`config.mk`:
```
export PLATFORM = sky130hd
export DESIGN_NAME = matrix_core_sequencer
export DESIGN_NICKNAME = d
export VERILOG_FILES = /design/src/rtl/matrix_core_sequencer_pkg.sv /design/src/rtl/matrix_core_sequencer_rsp_fifo.sv /design/src/rtl/matrix_core_sequencer.sv
export SDC_FILE = /design/constraint.sdc
export NUM_CORES = 1
export LEC_CHECK = 0
export BUFFER_PORTS_ARGS = -buffer_cell sky130_fd_sc_hd__buf_2
export CORE_MARGIN = 1.5
export CORE_UTILIZATION = 56
export DETAILED_ROUTE_END_ITERATION = 8
export PLACE_DENSITY = 0.79
export RECOVER_POWER = 100
export SLEW_MARGIN = 20
export SYNTH_ARGS = -nofsm -noshare
export SYNTH_HDL_FRONTEND = slang
export SYNTH_SLANG_ARGS = --single-unit
```
`constraint.sdc`:
```
create_clock -name clk -period 3.1 [get_ports clk]
set_clock_uncertainty 0.2 [all_clocks]
set_input_delay 0.465 -clock clk [delete_from_list [all_inputs] [get_ports clk]]
set_output_delay 0.465 -clock clk [all_outputs]
set_load 0.005 [all_outputs]
```
`src/rtl/matrix_core_sequencer_pkg.sv`:
```
// rtl/matrix_core_sequencer_pkg.sv - shared op encodings, FSM states and default widths
package matrix_core_sequencer_pkg;

   localparam int MATRIX_CORE_DATA_WIDTH = 8;
   localparam int MATRIX_CORE_ADDR_WIDTH = 8;
   localparam int MATRIX_CORE_RSP_DEPTH  = 2;

   typedef enum logic [1:0] {
      MATRIX_CORE_LOAD_W  = 2'd0,
      MATRIX_CORE_LOAD_X  = 2'd1,
      MATRIX_CORE_COMPUTE = 2'd2,
      MATRIX_CORE_RSVD    = 2'd3
   } matrix_core_op_e;

   typedef enum logic [1:0] {
      IDLE  = 2'd0,
      ISSUE = 2'd1,
      DRAIN = 2'd2,
      DONE  = 2'd3
   } seq_state_e;

endpackage

```
`src/rtl/matrix_core_sequencer_rsp_fifo.sv`:
```
// rtl/matrix_core_sequencer_rsp_fifo.sv - seq_rsp_fifo, power-of-two response FIFO
// Push while full is accepted only when a pop happens in the same cycle.
module seq_rsp_fifo #(
   parameter int WIDTH = 8,
   parameter int DEPTH = 2
) (
   input  logic                     clk,
   input  logic                     rst_n,
   input  logic                     push,
   input  logic [WIDTH-1:0]         push_data,
   input  logic                     pop,
   output logic [WIDTH-1:0]         pop_data,
   output logic                     full,
   output logic                     empty,
   output logic [$clog2(DEPTH):0]   count
);
   localparam int PW = $clog2(DEPTH);

   logic [WIDTH-1:0] mem_q [DEPTH];
   logic [WIDTH-1:0] mem_d [DEPTH];
   logic [PW-1:0]    wr_ptr_q, wr_ptr_d, rd_ptr_q, rd_ptr_d;
   logic [PW:0]      count_q, count_d;
   logic             do_push, do_pop;

   assign empty    = (count_q == '0);
   assign full     = (count_q == (PW+1)'(DEPTH));
   assign count    = count_q;
   assign pop_data = mem_q[rd_ptr_q];
   assign do_pop   = pop && !empty;
   assign do_push  = push && (!full || do_pop);

   always_comb begin
      mem_d = mem_q;
      if (do_push) mem_d[wr_ptr_q] = push_data;
      wr_ptr_d = wr_ptr_q + PW'(do_push);
      rd_ptr_d = rd_ptr_q + PW'(do_pop);
      count_d  = count_q + (PW+1)'(do_push) - (PW+1)'(do_pop);
   end

   always_ff @(posedge clk or negedge rst_n) begin
      if (!rst_n) begin
         for (int i = 0; i < DEPTH; i++) mem_q[i] <= '0;
         wr_ptr_q <= '0;
         rd_ptr_q <= '0;
         count_q  <= '0;
      end else begin
         mem_q    <= mem_d;
         wr_ptr_q <= wr_ptr_d;
         rd_ptr_q <= rd_ptr_d;
         count_q  <= count_d;
      end
   end

endmodule

```
`src/rtl/matrix_core_sequencer.sv`:
```
// rtl/matrix_core_sequencer.sv - SRAM read sequencer feeding words to the matrix core
// Optional MATRIX_SEQ_LEN_CHECK_EN rejects zero-length and address-wrapping commands.
module matrix_core_sequencer
   import matrix_core_sequencer_pkg::*;
#(
   parameter int DATA_WIDTH = MATRIX_CORE_DATA_WIDTH,
   parameter int ADDR_WIDTH = MATRIX_CORE_ADDR_WIDTH,
   parameter int RSP_DEPTH  = MATRIX_CORE_RSP_DEPTH
) (
   input  logic                  clk,
   input  logic                  rst_n,
   input  logic                  cmd_vld,
   output logic                  cmd_rdy,
   input  logic [1:0]            cmd_op,
   input  logic [ADDR_WIDTH-1:0] cmd_base,
   input  logic [ADDR_WIDTH-1:0] cmd_len,
   output logic                  mem_req_vld,
   input  logic                  mem_req_rdy,
   output logic [1:0]            mem_req_cfg,
   output logic [ADDR_WIDTH-1:0] mem_req_addr,
   input  logic                  mem_rsp_vld,
   input  logic [DATA_WIDTH-1:0] mem_rsp_data,
   output logic                  core_vld,
   input  logic                  core_rdy,
   output logic [DATA_WIDTH-1:0] core_data,
   output logic [1:0]            core_op,
   output logic                  core_last,
   output logic                  done,
   output logic                  err
);
   localparam int CW = $clog2(RSP_DEPTH) + 1;
   localparam int LW = ADDR_WIDTH + 1;

   seq_state_e            state_q, state_d;
   logic [1:0]            op_q, op_d;
   logic [ADDR_WIDTH-1:0] addr_q, addr_d;
   logic [LW-1:0]         len_q, len_d, req_cnt_q, req_cnt_d, pop_cnt_q, pop_cnt_d;
   logic [CW-1:0]         outst_q, outst_d;
   logic                  cmd_rdy_q, cmd_rdy_d, done_q, done_d, err_q, err_d;

   logic                  cmd_fire, cmd_bad, req_fire, rsp_ok, push, pop;
   logic                  fifo_full, fifo_empty;
   logic [CW-1:0]         fifo_count;
   logic [DATA_WIDTH-1:0] fifo_data;
   logic [CW:0]           credit_used;

`ifdef MATRIX_SEQ_LEN_CHECK_EN
   logic [LW-1:0] span;
   assign span    = {1'b0, cmd_base} + {1'b0, cmd_len};
   assign cmd_bad = (cmd_op == MATRIX_CORE_RSVD) || (cmd_len == '0) ||
                    (span > {1'b1, {ADDR_WIDTH{1'b0}}});
`else
   assign cmd_bad = (cmd_op == MATRIX_CORE_RSVD);
`endif

   // Credit counts words either in flight or parked in the FIFO, so a stalled core throttles issue.
   assign credit_used = {1'b0, outst_q} + {1'b0, fifo_count};
   assign mem_req_vld = (state_q == ISSUE) && (credit_used < (CW+1)'(RSP_DEPTH));
   assign cmd_fire    = cmd_vld && cmd_rdy_q;
   assign req_fire    = mem_req_vld && mem_req_rdy;
   assign rsp_ok      = mem_rsp_vld && (outst_q != '0);
   assign core_vld    = !fifo_empty;
   assign pop         = core_vld && core_rdy;
   assign push        = rsp_ok && (!fifo_full || pop);

   seq_rsp_fifo #(
      .WIDTH (DATA_WIDTH),
      .DEPTH (RSP_DEPTH)
   ) u_rsp_fifo (
      .clk       (clk),
      .rst_n     (rst_n),
      .push      (push),
      .push_data (mem_rsp_data),
      .pop       (pop),
      .pop_data  (fifo_data),
      .full      (fifo_full),
      .empty     (fifo_empty),
      .count     (fifo_count)
   );

   always_comb begin
      state_d   = state_q;
      op_d      = op_q;
      addr_d    = addr_q;
      len_d     = len_q;
      req_cnt_d = req_cnt_q;
      pop_cnt_d = pop_cnt_q;
      err_d     = 1'b0;
      outst_d   = outst_q + CW'(req_fire) - CW'(rsp_ok);
      if (pop) pop_cnt_d = pop_cnt_q + LW'(1);
      if (req_fire) begin
         addr_d    = addr_q + ADDR_WIDTH'(1);
         req_cnt_d = req_cnt_q + LW'(1);
      end
      case (state_q)
         IDLE: begin
            if (cmd_fire) begin
               if (cmd_bad) begin
                  err_d = 1'b1;
               end else begin
                  state_d   = ISSUE;
                  op_d      = cmd_op;
                  addr_d    = cmd_base;
                  // A zero length means the full address space.
                  len_d     = {cmd_len == '0, cmd_len};
                  req_cnt_d = '0;
                  pop_cnt_d = '0;
               end
            end
         end
         ISSUE: if (req_fire && (req_cnt_q == len_q - LW'(1))) state_d = DRAIN;
         DRAIN: if ((outst_q == '0) && fifo_empty && (pop_cnt_q == len_q)) state_d = DONE;
         default: state_d = IDLE;
      endcase
      cmd_rdy_d = (state_d == IDLE);
      done_d    = (state_d == DONE);
   end

   always_ff @(posedge clk or negedge rst_n) begin
      if (!rst_n) begin
         state_q   <= IDLE;
         op_q      <= '0;
         addr_q    <= '0;
         len_q     <= '0;
         req_cnt_q <= '0;
         pop_cnt_q <= '0;
         outst_q   <= '0;
         cmd_rdy_q <= 1'b0;
         done_q    <= 1'b0;
         err_q     <= 1'b0;
      end else begin
         state_q   <= state_d;
         op_q      <= op_d;
         addr_q    <= addr_d;
         len_q     <= len_d;
         req_cnt_q <= req_cnt_d;
         pop_cnt_q <= pop_cnt_d;
         outst_q   <= outst_d;
         cmd_rdy_q <= cmd_rdy_d;
         done_q    <= done_d;
         err_q     <= err_d;
      end
   end

   assign cmd_rdy      = cmd_rdy_q;
   assign mem_req_cfg  = op_q;
   assign mem_req_addr = addr_q;
   assign core_data    = core_vld ? fifo_data : '0;
   assign core_op      = op_q;
   assign core_last    = core_vld && (pop_cnt_q == len_q - LW'(1));
   assign done         = done_q;
   assign err          = err_q;

endmodule

```
==> impl_metrics.csv, run 1 <==
group,metric,value,unit
timing,period_utilization,97.7,%
synth,synthesis.area,0.00351,mm2
setup_path,critical_path.startpoint_type,"register",
detailed_routing,drt_iter0_markers,145,
setup_path,critical_path.startpoint,"len_q[0]$_DFFE_PN0P_",
timing,hold_viol,0,
min_path,timing.hold.worst.class,"input pin to register",
clock_network,clk_path_buf_depth,2,
synth,synth_top_cell_area_share,45.7,%
setup_path,cp_max_fanout,6,
floorplanning,initial_core_util,58.5,%
synth,ys_top_cells_by_area,"dfrtp_1 (46%), mux2_2 (6.7%), xor2_1 (6.5%)",
placed_design,place_hpwl,5420,um
synth,synth-async-reset-ratio,100,%
clock_network,tritoncts,"yes",
synth,synth.lib_cells_used.distinct,44,
floorplanning,die-area,0.00674,mm2
outcome,failing_checks,"max-capacitance violations, max-slew violations",
cells_and_area,sequential_cell_area,0.00160,mm2
detailed_routing,vias_per_cell,5.64,
timing,setup_violators_final,0,
setup_path,r2r_setup_slack,190,ps
cells_and_area,multiInputGateArea,0.00176,mm2
cells_and_area,area_growth_syn_to_layout,16.3,%
synth,dominantRegCellSynth,"dfrtp_1",
setup_path,rr_startpoint,"outst_q[0]$_DFF_PN0_",
cells_and_area,final_layout_size_suffix_gt1_share,21.7,%
clock_network,library_cell_used_as_clock_root_buffer,"clkbuf_8",
cells_and_area,final_nets,449,
floorplanning,die_w,82.1,um
floorplanning,die_height,82.1,um
synth,netlist.top_cell.by_area,"dfrtp_1",
clock_network,clk-insertion-delay-late,350,ps
detailed_routing,drc_errors,0,
clock_network,tritoncts.num_buffers,9,
timing,period_needed,3030,ps
floorplanning,io_pins,58,
setup_path,slowest_delay,570,ps
placed_design,place_congestion,0.860,
setup_path,cells_along_the_critical_path,"or4_4 -> o21a_1 -> or3_1 -> a21oi_1 -> o2111a_1 -> buf_2",
floorplanning,row_count,28,
setup_path,critPathCapture,"core_last",
clock_network,tritoncts_sink_count,64,
setup_path,r2r.worst_path.cells,8,
timing,fin_tns_setup,0,ps
setup_path,cp_num_buf_inv,1,
synth,synth_most_common_cell,"dfrtp_1",
power,leakage,0.00197,uW
timing,grt_setup_unrepaired,"false",
detailed_routing,dr.pass1.iters,4,
setup_path,critical_path_depth,6,
cells_and_area,n_fill_cell,479,
timing,report.final.slew_viol_count,33,
synth,synth_enable_flop_cells,0,
floorplanning,core_area,0.00599,mm2
setup_path,required,2430,ps
timing,maxSlewHeadroom,-13.3,%
placed_design,post-place-ws,368,ps
timing,fin_ws,72.5,ps
job,cap_viol_max_count,1,
setup_path,worstPathArrival,2360,ps
setup_path,critPathTopFamily,"simple AND/OR/NAND/NOR gates",
cells_and_area,num_antenna_cells,0,
synth,avgSynthCellArea,10.2,um2
global_route,grt_max_degree,33,
detailed_routing,routed_wirelength,7610,um
placed_design,buffer_ports.inserted,57,
outcome,status,"finished with violations",
setup_path,timing.setup.critical_path_class,"register to primary output",
setup_path,cpMaxStageDelayCell,"or4_4",
detailed_routing,drt.antenna.violating_nets,0,
clock_network,cts_htree_levels,3,
setup_path,crit-reg2reg-capture,"mem_req_addr[6]$_DFF_PN0_",
global_route,grt_first_pass_wirelength,11900,um
global_route,grt_antenna_before_repair,0,
timing,fmax,330,MHz
synth,post_synth_most_frequent_cells,"dfrtp_1 (64), nor2_1 (36), nand2_1 (29)",
power,power_per_cell_area,539,mW/mm2
synth,syn_nets,388,
synth,synth.ff_latch_count,64,
clock_network,clk_transition_reported_paths,80,ps
detailed_routing,via_count,2741,
synth,gate_count_of_the_mapped_netlist,345,
global_route,groute.usage.overall,23.8,%
timing,worst_pin_slew,1700,ps
global_route,grt_pass1_vias,2552,
synth,yosysSeqAreaShare,45.7,%
detailed_routing,wire_per_inst,15.7,um
setup_path,endpoint_type_of_the_worst_setup_path,"primary output",
synth,synthesis.yosys.warnings,0,
global_route,grt-ovfl-total,0,
power,worst_ir_drop_vdd,503,uV
==> layout make-up <==
class	instances	area share, %
multi-input cells	247	43.1
flip-flops and latches	64	39.3
repair buffers	70	8.29
clock buffers	10	3.38
well taps	75	2.30
clock inverters	6	2.27
inverters	14	1.29
==> worst min path at each step <==
stage | start | end | slack (ps) | cells past startpoint
final | cmd_base[5] | mem_req_addr[5]$_DFF_PN0_ | 110 | 3
after global routing | cmd_base[5] | mem_req_addr[5]$_DFF_PN0_ | 100 | 3
after CTS | cmd_base[5] | mem_req_addr[5]$_DFF_PN0_ | 110 | 3
after detailed placement | u_rsp_fifo.mem_q[6]$_DFFE_PN0P_ | u_rsp_fifo.mem_q[6]$_DFFE_PN0P_ | 300 | 1
after global placement | u_rsp_fifo.mem_q[10]$_DFFE_PN0P_ | u_rsp_fifo.mem_q[10]$_DFFE_PN0P_ | 290 | 1
after floorplan | rst_n | cmd_rdy$_DFF_PN0_ | -30 | 0
==> stage by stage <==
step	hold slack (ps)	std cells	utilization [%]	area [um2]	total power, uW
floorplan	-30.6	345	-	3510	1250
global placement	288	464	64.4	3860	1370
detailed placement	296	464	64.4	3860	1390
CTS	107	481	68.4	4100	2210
global route	97.5	486	68.0	4080	2290
finish	113	486	68.0	4080	2200
==> worst min-delay path: cells and delay by family <==
kind / cells / cell delay, ps
AOI/OAI and AO/OA: 1 / 50
buffers and inverters: 1 / 70
and+or+nand+nor: 1 / 30
==> cells in the final DEF, fill, tap and decap left out, drive strengths merged, types with 10 or more instances in the layout <==
cell and instances:
dfrtp 64, buf 40, clkbuf 39, nor2 36, nand2 29, xor2 26, xnor2 24, mux2 21
o21ai 18, inv 14, nand4 12, mux2i 11, ha 10
==> power breakdown <==
part           internal (uW)  switching [uW]
combinational            165             184
sequential               896             124
clock                    477             352
total                   1540             659
==> cell families (layout without fill, tap and decap cells) <==
family	after synthesis	count (layout)	synth area share, %
and+or+nand+nor	117	117	16.9
adders and majority gates	11	11	4.14
xor gates and xnor gates	50	50	12.5
muxes	32	32	9.89
DFF	64	64	45.7
AOI/OAI and AO/OA	37	37	6.78
buffers and inverters	34	100	4.10
==> metal layers <==
layer | GRT usage (%) | wire length [um] | vias to the layer above
met3 | 6.48 | 397 | 17
li1 | - | - | 1309
met1 | 31.5 | 3390 | 1334
met5 | 0 | 0 | -
met4 | 7.63 | 153 | 0
met2 | 37.9 | 3670 | 81
==> timing repair <==
item	in CTS	in global routing
setup endpoints to repair	0	1
endpoints found under the hold margin	30	0
buffers inserted	0	5
hold buffers	1	0
resized for setup	0	3
==> flip-flops by register name, indices dropped and copies added (netlist names) <==
| signal | flops |
|---|---|
| cmd_rdy | 1 |
| core_op | 2 |
| done | 1 |
| err | 1 |
| len_q | 9 |
| mem_req_addr | 8 |
| outst_q | 2 |
| pop_cnt_q | 9 |
| req_cnt_q | 9 |
| state_q | 2 |
| u_rsp_fifo.count | 2 |
| u_rsp_fifo.mem_q | 16 |
| u_rsp_fifo.rd_ptr_q | 1 |
| u_rsp_fifo.wr_ptr_q | 1 |
(Power assumes the default switching activity.)
==> inputs of run 2 (changes only) <==
ABC_AREA = 1   (was default)
CORE_UTILIZATION = 57   (was 56)
PLACE_DENSITY = 0.8   (was 0.79)
==> run 2 against run 1 <==
Sequential power increased by 55%. Core utilization decreased by 2.9 points. Setup slack improved by 160 ps. Non-clock buffer count decreased by 11. Hold slack improved by 10 ps. Wire length increased by 9.1%. Power increased by 92%. The flow still finishes with violations (max-capacitance violations, max-slew violations). First-iteration DRC count increased by 26%.
==> impl_metrics.csv, run 2 <==
group,metric,value,unit
outcome,status,"finished with violations",
outcome,failing_checks,"max-capacitance violations, max-slew violations",
detailed_routing,via_count,3187,
synth,synthesis.yosys.warnings,0,
timing,worst_pin_slew,1560,ps
synth,synth_most_common_cell,"nand2_1",
detailed_routing,vias_per_cell,5.40,
global_route,grt_max_degree,65,
floorplanning,core_area,0.00628,mm2
clock_network,cts_htree_levels,3,
setup_path,cp_max_fanout,5,
cells_and_area,post-route-util,65.1,%
setup_path,critical_path.startpoint_type,"register",
clock_network,cts_post_setup_buffers_inserted,0,
floorplanning,row_count,29,
placed_design,place_hpwl,6000,um
synth,synthesis.area,0.00366,mm2
timing,setup_violators_final,0,
power,power_per_cell_area,1030,mW/mm2
detailed_routing,routed_wirelength,8310,um
power,total_power,4220,uW
clock_network,clk_path_buf_depth,2,
power,leakage,0.00206,uW
floorplanning,io_pins,58,
setup_path,critical_path.startpoint,"len_q[0]$_DFFE_PN0P_",
placed_design,dpl.cell_count,576,
job,cap_viol_max_count,1,
detailed_routing,wire_per_inst,14.1,um
clock_network,post_cts_resize_count,0,
timing,hold_viol,0,
synth,avgSynthCellArea,8.06,um2
global_route,grt-ovfl-total,0,
synth,syn_nets,497,
cells_and_area,final_layout_size_suffix_gt1_share,17.3,%
synth,dominantRegCellSynth,"dfrtp_1",
floorplanning,initial_core_util,58.3,%
detailed_routing,dr.pass1.iters,4,
setup_path,required,2430,ps
min_path,timing.hold.worst.class,"input pin to register",
global_route,grt_antenna_before_repair,0,
cells_and_area,mostFrequentLayoutCells,"nand2_1 (98), dfrtp_1 (64), inv_1 (56), nor2_1 (44), buf_2 (44)",
cells_and_area,most_common_cell_after_layout_fill_and_taps_aside,"nand2_1",
timing,period_needed,2870,ps
timing,fmax,349,MHz
setup_path,rr_startpoint,"outst_q[0]$_DFF_PN0_",
cells_and_area,final_cells,590,
detailed_routing,drt_iter0_markers,183,
power,worst_ir_drop_vdd,490,uV
detailed_routing,drt.antenna.violating_nets,0,
timing,report.final.slew_viol_count,65,
clock_network,tritoncts,"yes",
setup_path,critPathTopFamily,"simple AND/OR/NAND/NOR gates",
cells_and_area,largest_reg_flops,16,
placed_design,place_congestion,0.864,
setup_path,cpMaxStageDelayCell,"dfrtp_1",
min_path,min-delay-start,"cmd_base[3]",
global_route,grt_pass1_vias,3261,
synth,synth_top_cell_area_share,43.8,%
cells_and_area,num_antenna_cells,0,
timing,grt_setup_unrepaired,"false",
synth,synth.lib_cells_used.distinct,38,
global_route,groute.usage.overall,26.0,%
setup_path,cp_common_cell,"nand2_1",
clock_network,clk_transition_reported_paths,70,ps
synth,ys_top_cells_by_area,"dfrtp_1 (44%), nand2_1 (9.9%), inv_1 (5.4%)",
placed_design,buffer_ports.inserted,57,
cells_and_area,final_nets,553,
clock_network,clk-insertion-delay-late,340,ps
detailed_routing,drc_errors,0,
floorplanning,die_w,83.1,um
synth,post_synth_most_frequent_cells,"nand2_1 (97), dfrtp_1 (64), inv_1 (53)",
global_route,grt_first_pass_wirelength,14500,um
setup_path,endpoint_type_of_the_worst_setup_path,"primary output",
floorplanning,die_height,83.1,um
timing,period_utilization,92.5,%
synth,synth-async-reset-ratio,100,%
setup_path,slowest_delay,430,ps
synth,synth_enable_flop_cells,0,
floorplanning,die-area,0.00691,mm2
cells_and_area,registers.top_by_ff_count,"u_rsp_fifo.mem_q",
synth,netlist.top_cell.by_area,"dfrtp_1",
clock_network,library_cell_used_as_clock_root_buffer,"clkbuf_8",
timing,fin_tns_setup,0,ps
cells_and_area,area_growth_syn_to_layout,11.7,%
setup_path,timing.setup.critical_path_class,"register to primary output",
synth,synth.ff_latch_count,64,
timing,maxSlewHeadroom,-4.03,%
clock_network,tritoncts.num_buffers,9,
setup_path,cp_num_buf_inv,2,
setup_path,cells_along_the_critical_path,"inv_1 -> ha_1 -> nand2_1 -> nand2_1 -> nand2_1 -> xor2_1 -> nor2_1 -> nand3_1 -> nor4_1 -> clkbuf_1",
clock_network,tritoncts_sink_count,64,
synth,yosysSeqAreaShare,43.8,%
setup_path,worstPathArrival,2200,ps
synth,gate_count_of_the_mapped_netlist,454,
clock_network,cts_hold_repair.buffers,0,
## run 2: final timing paths
path | endpoint | slack [ps] | cells past startpoint
min in group asynchronous | u_rsp_fifo.mem_q[15]$_DFFE_PN0P_ | 390 | 2
max | core_last | 230 | 10
min | mem_req_addr[3]$_DFF_PN0_ | 120 | 3
min reg2reg | u_rsp_fifo.mem_q[13]$_DFFE_PN0P_ | 310 | 1
max reg2reg | req_cnt_q[8]$_DFF_PN0_ | 310 | 11
max in group asynchronous | state_q[0]$_DFF_PN0_ | 1380 | 2
## run 2: metal layers
metal  part of all wire (%)  up-vias  track usage, %
met1                     44     1502            33.5
li1                       -     1572               -
met5                      0        -               0
met2                     50       96            43.2
met4                    2.2        0            12.0
met3                    4.6       17            4.17
## run 2: area by class of cell
class	count	area [um2]
fillers	575	2190
flip-flops and latches	64	1600
repair buffers	59	284
multi-input cells	315	1700
clock inverters	4	47.5
inverters	61	229
clock buffers	10	128
well taps	77	96.3
## run 2: where the power goes
part | total (uW) | internal [uW] | switching (uW) | leakage [uW]
logic | 1960 | 797 | 1160 | 0.00118
registers | 1580 | 1210 | 377 | 0.000788
clock network | 674 | 360 | 314 | 0.0000880
## run 2: through the flow
| stage | hold WS [ps] | setup slack, ps | instance area, um2 |
|---|---|---|---|
| 6_report | 123 | 232 | 4090 |
| 5_1_grt | 125 | 27.0 | 4090 |
| 4_1_cts | 115 | 234 | 4160 |
| 3_5_place_dp | 291 | 575 | 3980 |
| 3_3_place_gp | 284 | 644 | 3980 |
| 2_1_floorplan | -30.6 | 889 | 3660 |
## run 2: tightest hold or removal path, stage by stage
cell,delay (ps)
buf_2,70
nand2_1,40
nand2_1,60
## run 2: logic make-up after synthesis
family                     synth area share (%)
DFF                                        43.8
and+or+nand+nor                            24.8
AOI/OAI and AO/OA                          11.1
buffers and inverters                      8.34
muxes                                      2.46
xor gates and xnor gates                   5.50
adders and majority gates                  3.97
==> inputs of run 3 (changes only) <==
CORE_UTILIZATION = 60   (was 57)
PLACE_DENSITY = 0.83   (was 0.8)
SYNTH_HIERARCHICAL = 1   (was default)
clock period = 3.4 ns   (was 3.1 ns; I/O delays follow)
==> run 3 against run 2 <==
The run still ends with max-capacitance violations, max-slew violations left. Global-route usage decreased by 0.56 points. Combinational power down 50%. Synthesized cell count grew 12%. Largest cell class unchanged. Largest power group is now sequential cells. Highest routed layer unchanged.
==> impl_metrics.csv, run 3 <==
group,metric,value,unit
outcome,status,"finished with violations",
outcome,failing_checks,"max-capacitance violations, max-slew violations",
synth,post_synthesis_share_of_cell_area_spent_on_full_adders_half_adders_and_majority_gates,3.73,%
detailed_routing,routed_wirelength,8450,um
cells_and_area,final_cells,647,
synth,multiplexer_area_fraction_after_synthesis,0,%
clock_network,library_cell_used_as_clock_root_buffer,"clkbuf_8",
global_route,groute.usage.overall,25.4,%
synth,syn_nets,553,
synth,synthesis.area,0.00389,mm2
synth,synth_enable_flop_cells,0,
global_route,grt_pass1_vias,3316,
floorplanning,initial_core_util,61.6,%
synth,synth-async-reset-ratio,100,%
timing,grt_setup_unrepaired,"false",
setup_path,critical_path.startpoint,"outst_q[0]$_DFF_PN0_",
cells_and_area,post-route-util,67.4,%
timing,report.final.slew_viol_count,30,
placed_design,post-place-ws,809,ps
min_path,timing.hold.worst.class,"input pin to register",
clock_network,clk-insertion-delay-late,330,ps
floorplanning,die_height,83.5,um
timing,period_utilization,85.7,%
synth,post_synth_most_frequent_cells,"nand2_1 (130), inv_1 (78), dfrtp_1 (64)",
placed_design,dpl.cell_count,631,
detailed_routing,wire_per_inst,13.1,um
timing,hold_viol,0,
clock_network,clk_path_buf_depth,2,
synth,synth-compound-area-share,10.5,%
detailed_routing,via_count,3437,
clock_network,cts_post_setup_buffers_inserted,0,
min_path,worstHoldPathCells,3,
synth,yosysSeqAreaShare,41.2,%
power,power_per_cell_area,646,mW/mm2
global_route,grt_max_degree,37,
placed_design,place_hpwl,6130,um
setup_path,endpoint_type_of_the_worst_setup_path,"register",
setup_path,timing.setup.critical_path_class,"register to register",
detailed_routing,drc_errors,0,
timing,fmax,343,MHz
clock_network,tritoncts,"yes",
setup_path,critical_path.startpoint_type,"register",
detailed_routing,drt_iter0_markers,163,
power,total_power,2750,uW
cells_and_area,most_common_cell_after_layout_fill_and_taps_aside,"nand2_1",
setup_path,r2r.worst_path.cells,13,
setup_path,required,3420,ps
floorplanning,die_w,83.5,um
detailed_routing,drt.antenna.violating_nets,0,
synth,synth.ff_latch_count,64,
synth,synthesis.yosys.warnings,6,
synth,netlist.top_cell.by_area,"dfrtp_1",
detailed_routing,dr.pass1.iters,4,
cells_and_area,num_antenna_cells,0,
timing,maxSlewHeadroom,-1.90,%
setup_path,crit-reg2reg-capture,"req_cnt_q[8]$_DFF_PN0_",
synth,ys_top_cells_by_area,"dfrtp_1 (41%), nand2_1 (13%), inv_1 (7.5%)",
setup_path,slowest_delay,450,ps
synth,synth.lib_cells_used.distinct,40,
synth,avgSynthCellArea,7.62,um2
clock_network,post_cts_resize_count,0,
placed_design,buffer_ports.inserted,57,
cells_and_area,final_nets,608,
timing,setup_violators_final,0,
detailed_routing,met3_length,492,um
synth,synth_most_common_cell,"nand2_1",
setup_path,cpMaxStageDelayCell,"fa_1",
placed_design,place_congestion,0.884,
global_route,grt_first_pass_wirelength,14400,um
cells_and_area,final_layout_size_suffix_gt1_share,14.6,%
floorplanning,io_pins,58,
cells_and_area,largest_reg_flops,16,
synth,post_synthesis_share_of_cell_area_spent_on_xor_and_xnor_gates,5.15,%
setup_path,critPathCapture,"req_cnt_q[8]$_DFF_PN0_",
global_route,grt_antenna_before_repair,0,
detailed_routing,route.met2.wl,3990,um
synth,synth_top_cell_area_share,41.2,%
detailed_routing,dr.max_layer_used,"met4",
setup_path,rr_startpoint,"outst_q[0]$_DFF_PN0_",
synth,gate_count_of_the_mapped_netlist,510,
cells_and_area,mostFrequentLayoutCells,"nand2_1 (132), inv_1 (82), dfrtp_1 (64), nor2_1 (48), o21ai_0 (47)",
clock_network,cts_htree_levels,3,
synth,post_synth_and_or_nand_nor_area_fraction,27.9,%
cells_and_area,registers.top_by_ff_count,"u_rsp_fifo/mem_q",
clock_network,clk_transition_reported_paths,70,ps
floorplanning,die-area,0.00697,mm2
timing,worst_pin_slew,1530,ps
power,leakage,0.00227,uW
floorplanning,core_area,0.00631,mm2
setup_path,worstPathArrival,2930,ps
timing,fin_ws,486,ps
timing,period_needed,2910,ps
setup_path,cells_along_the_critical_path,"nand2_1 -> inv_1 -> fa_1 -> nor2_1 -> nand3_1 -> inv_1 -> nand3_1 -> inv_1 -> nand2_1 -> nor2_1 -> nand3_1 -> o21ai_0 -> a21oi_1",
timing,fin_tns_setup,0,ps
min_path,min-delay-start,"cmd_base[2]",
clock_network,tritoncts.num_buffers,9,
detailed_routing,vias_per_cell,5.31,
clock_network,tritoncts_sink_count,64,
clock_network,cts_hold_repair.buffers,0,
power,worst_ir_drop_vdd,484,uV
global_route,grt-ovfl-total,0,
cells_and_area,n_fill_cell,566,
synth,dominantRegCellSynth,"dfrtp_1",
cells_and_area,area_growth_syn_to_layout,9.53,%
setup_path,cp_max_fanout,11,
detailed_routing,drt-met1-wl,3760,um
synth,largest_family_of_logic_cells_by_synthesized_area,"simple AND/OR/NAND/NOR gates",
floorplanning,row_count,29,
setup_path,r2r_setup_slack,490,ps
job,cap_viol_max_count,1,
[run 3: cell count changes after synthesis, moves of 3 or more]
cell / delta
nand2_1: +33
nor2_1: +4
o21ai_1: +4
inv_1: +25
o21ai_0: +5
clkbuf_1: -6
nand3_1: -3
buf_2: +4
a21oi_1: -12
buf_6: +5
mux2_2: -8
[run 3: layout make-up]
class	count	area, um2	area share (%)
multi-input cells	344	1760	41.4
flip-flops and latches	64	1600	37.6
inverters	87	328	7.70
clock buffers	14	173	4.06
repair buffers	59	285	6.70
well taps	77	96.3	2.26
clock inverters	2	12.5	0.294
[run 3: layer usage]
layer | track usage (%) | vias to the layer above
li1 | - | 1716
met1 | 32.1 | 1590
met2 | 43.8 | 113
met3 | 4.06 | 18
met4 | 10.7 | 0
met5 | 0 | -
[run 3: worst min-delay path by stage]
| stage | endpoint |
|---|---|
| after global placement | u_rsp_fifo/mem_q[13]$_DFFE_PN0P_ |
| after floorplan | cmd_rdy$_DFF_PN0_ |
| after detailed placement | u_rsp_fifo/mem_q[11]$_DFFE_PN0P_ |
| final | mem_req_addr[2]$_DFF_PN0_ |
| after global routing | mem_req_addr[2]$_DFF_PN0_ |
| after CTS | core_op[0]$_DFFE_PN0P_ |
[run 3: critical path, delay by kind of cell (launching register included)]
| kind | cells | cell delay [ps] |
|---|---|---|
| AND/OR/NAND/NOR | 7 | 1070 |
| adder cells (fa/ha/maj) | 1 | 450 |
| buffers and inverters | 3 | 440 |
| flip-flops | 1 | 400 |
| AO/OA/AOI/OAI | 2 | 230 |
[run 3: stage by stage]
stage          area (um2)  hold slack [ps]
6_report             4260              173
5_1_grt              4260              169
4_1_cts              4350             17.8
3_5_place_dp         4170              312
3_3_place_gp         4170              305
2_1_floorplan        3890             14.4
[run 3: logic make-up after synthesis]
logic type / after synthesis
AO/OA/AOI/OAI: 74
XOR/XNOR: 22
adder cells (fa/ha/maj): 11
flip-flops: 64
buffers and inverters: 102
AND/OR/NAND/NOR: 237
[run 3: report_power, final]
part | switching (uW) | internal [uW] | total [uW]
Clock | 293 | 324 | 617
Combinational | 592 | 388 | 981
Sequential | 184 | 966 | 1150
Total | 1070 | 1680 | 2750
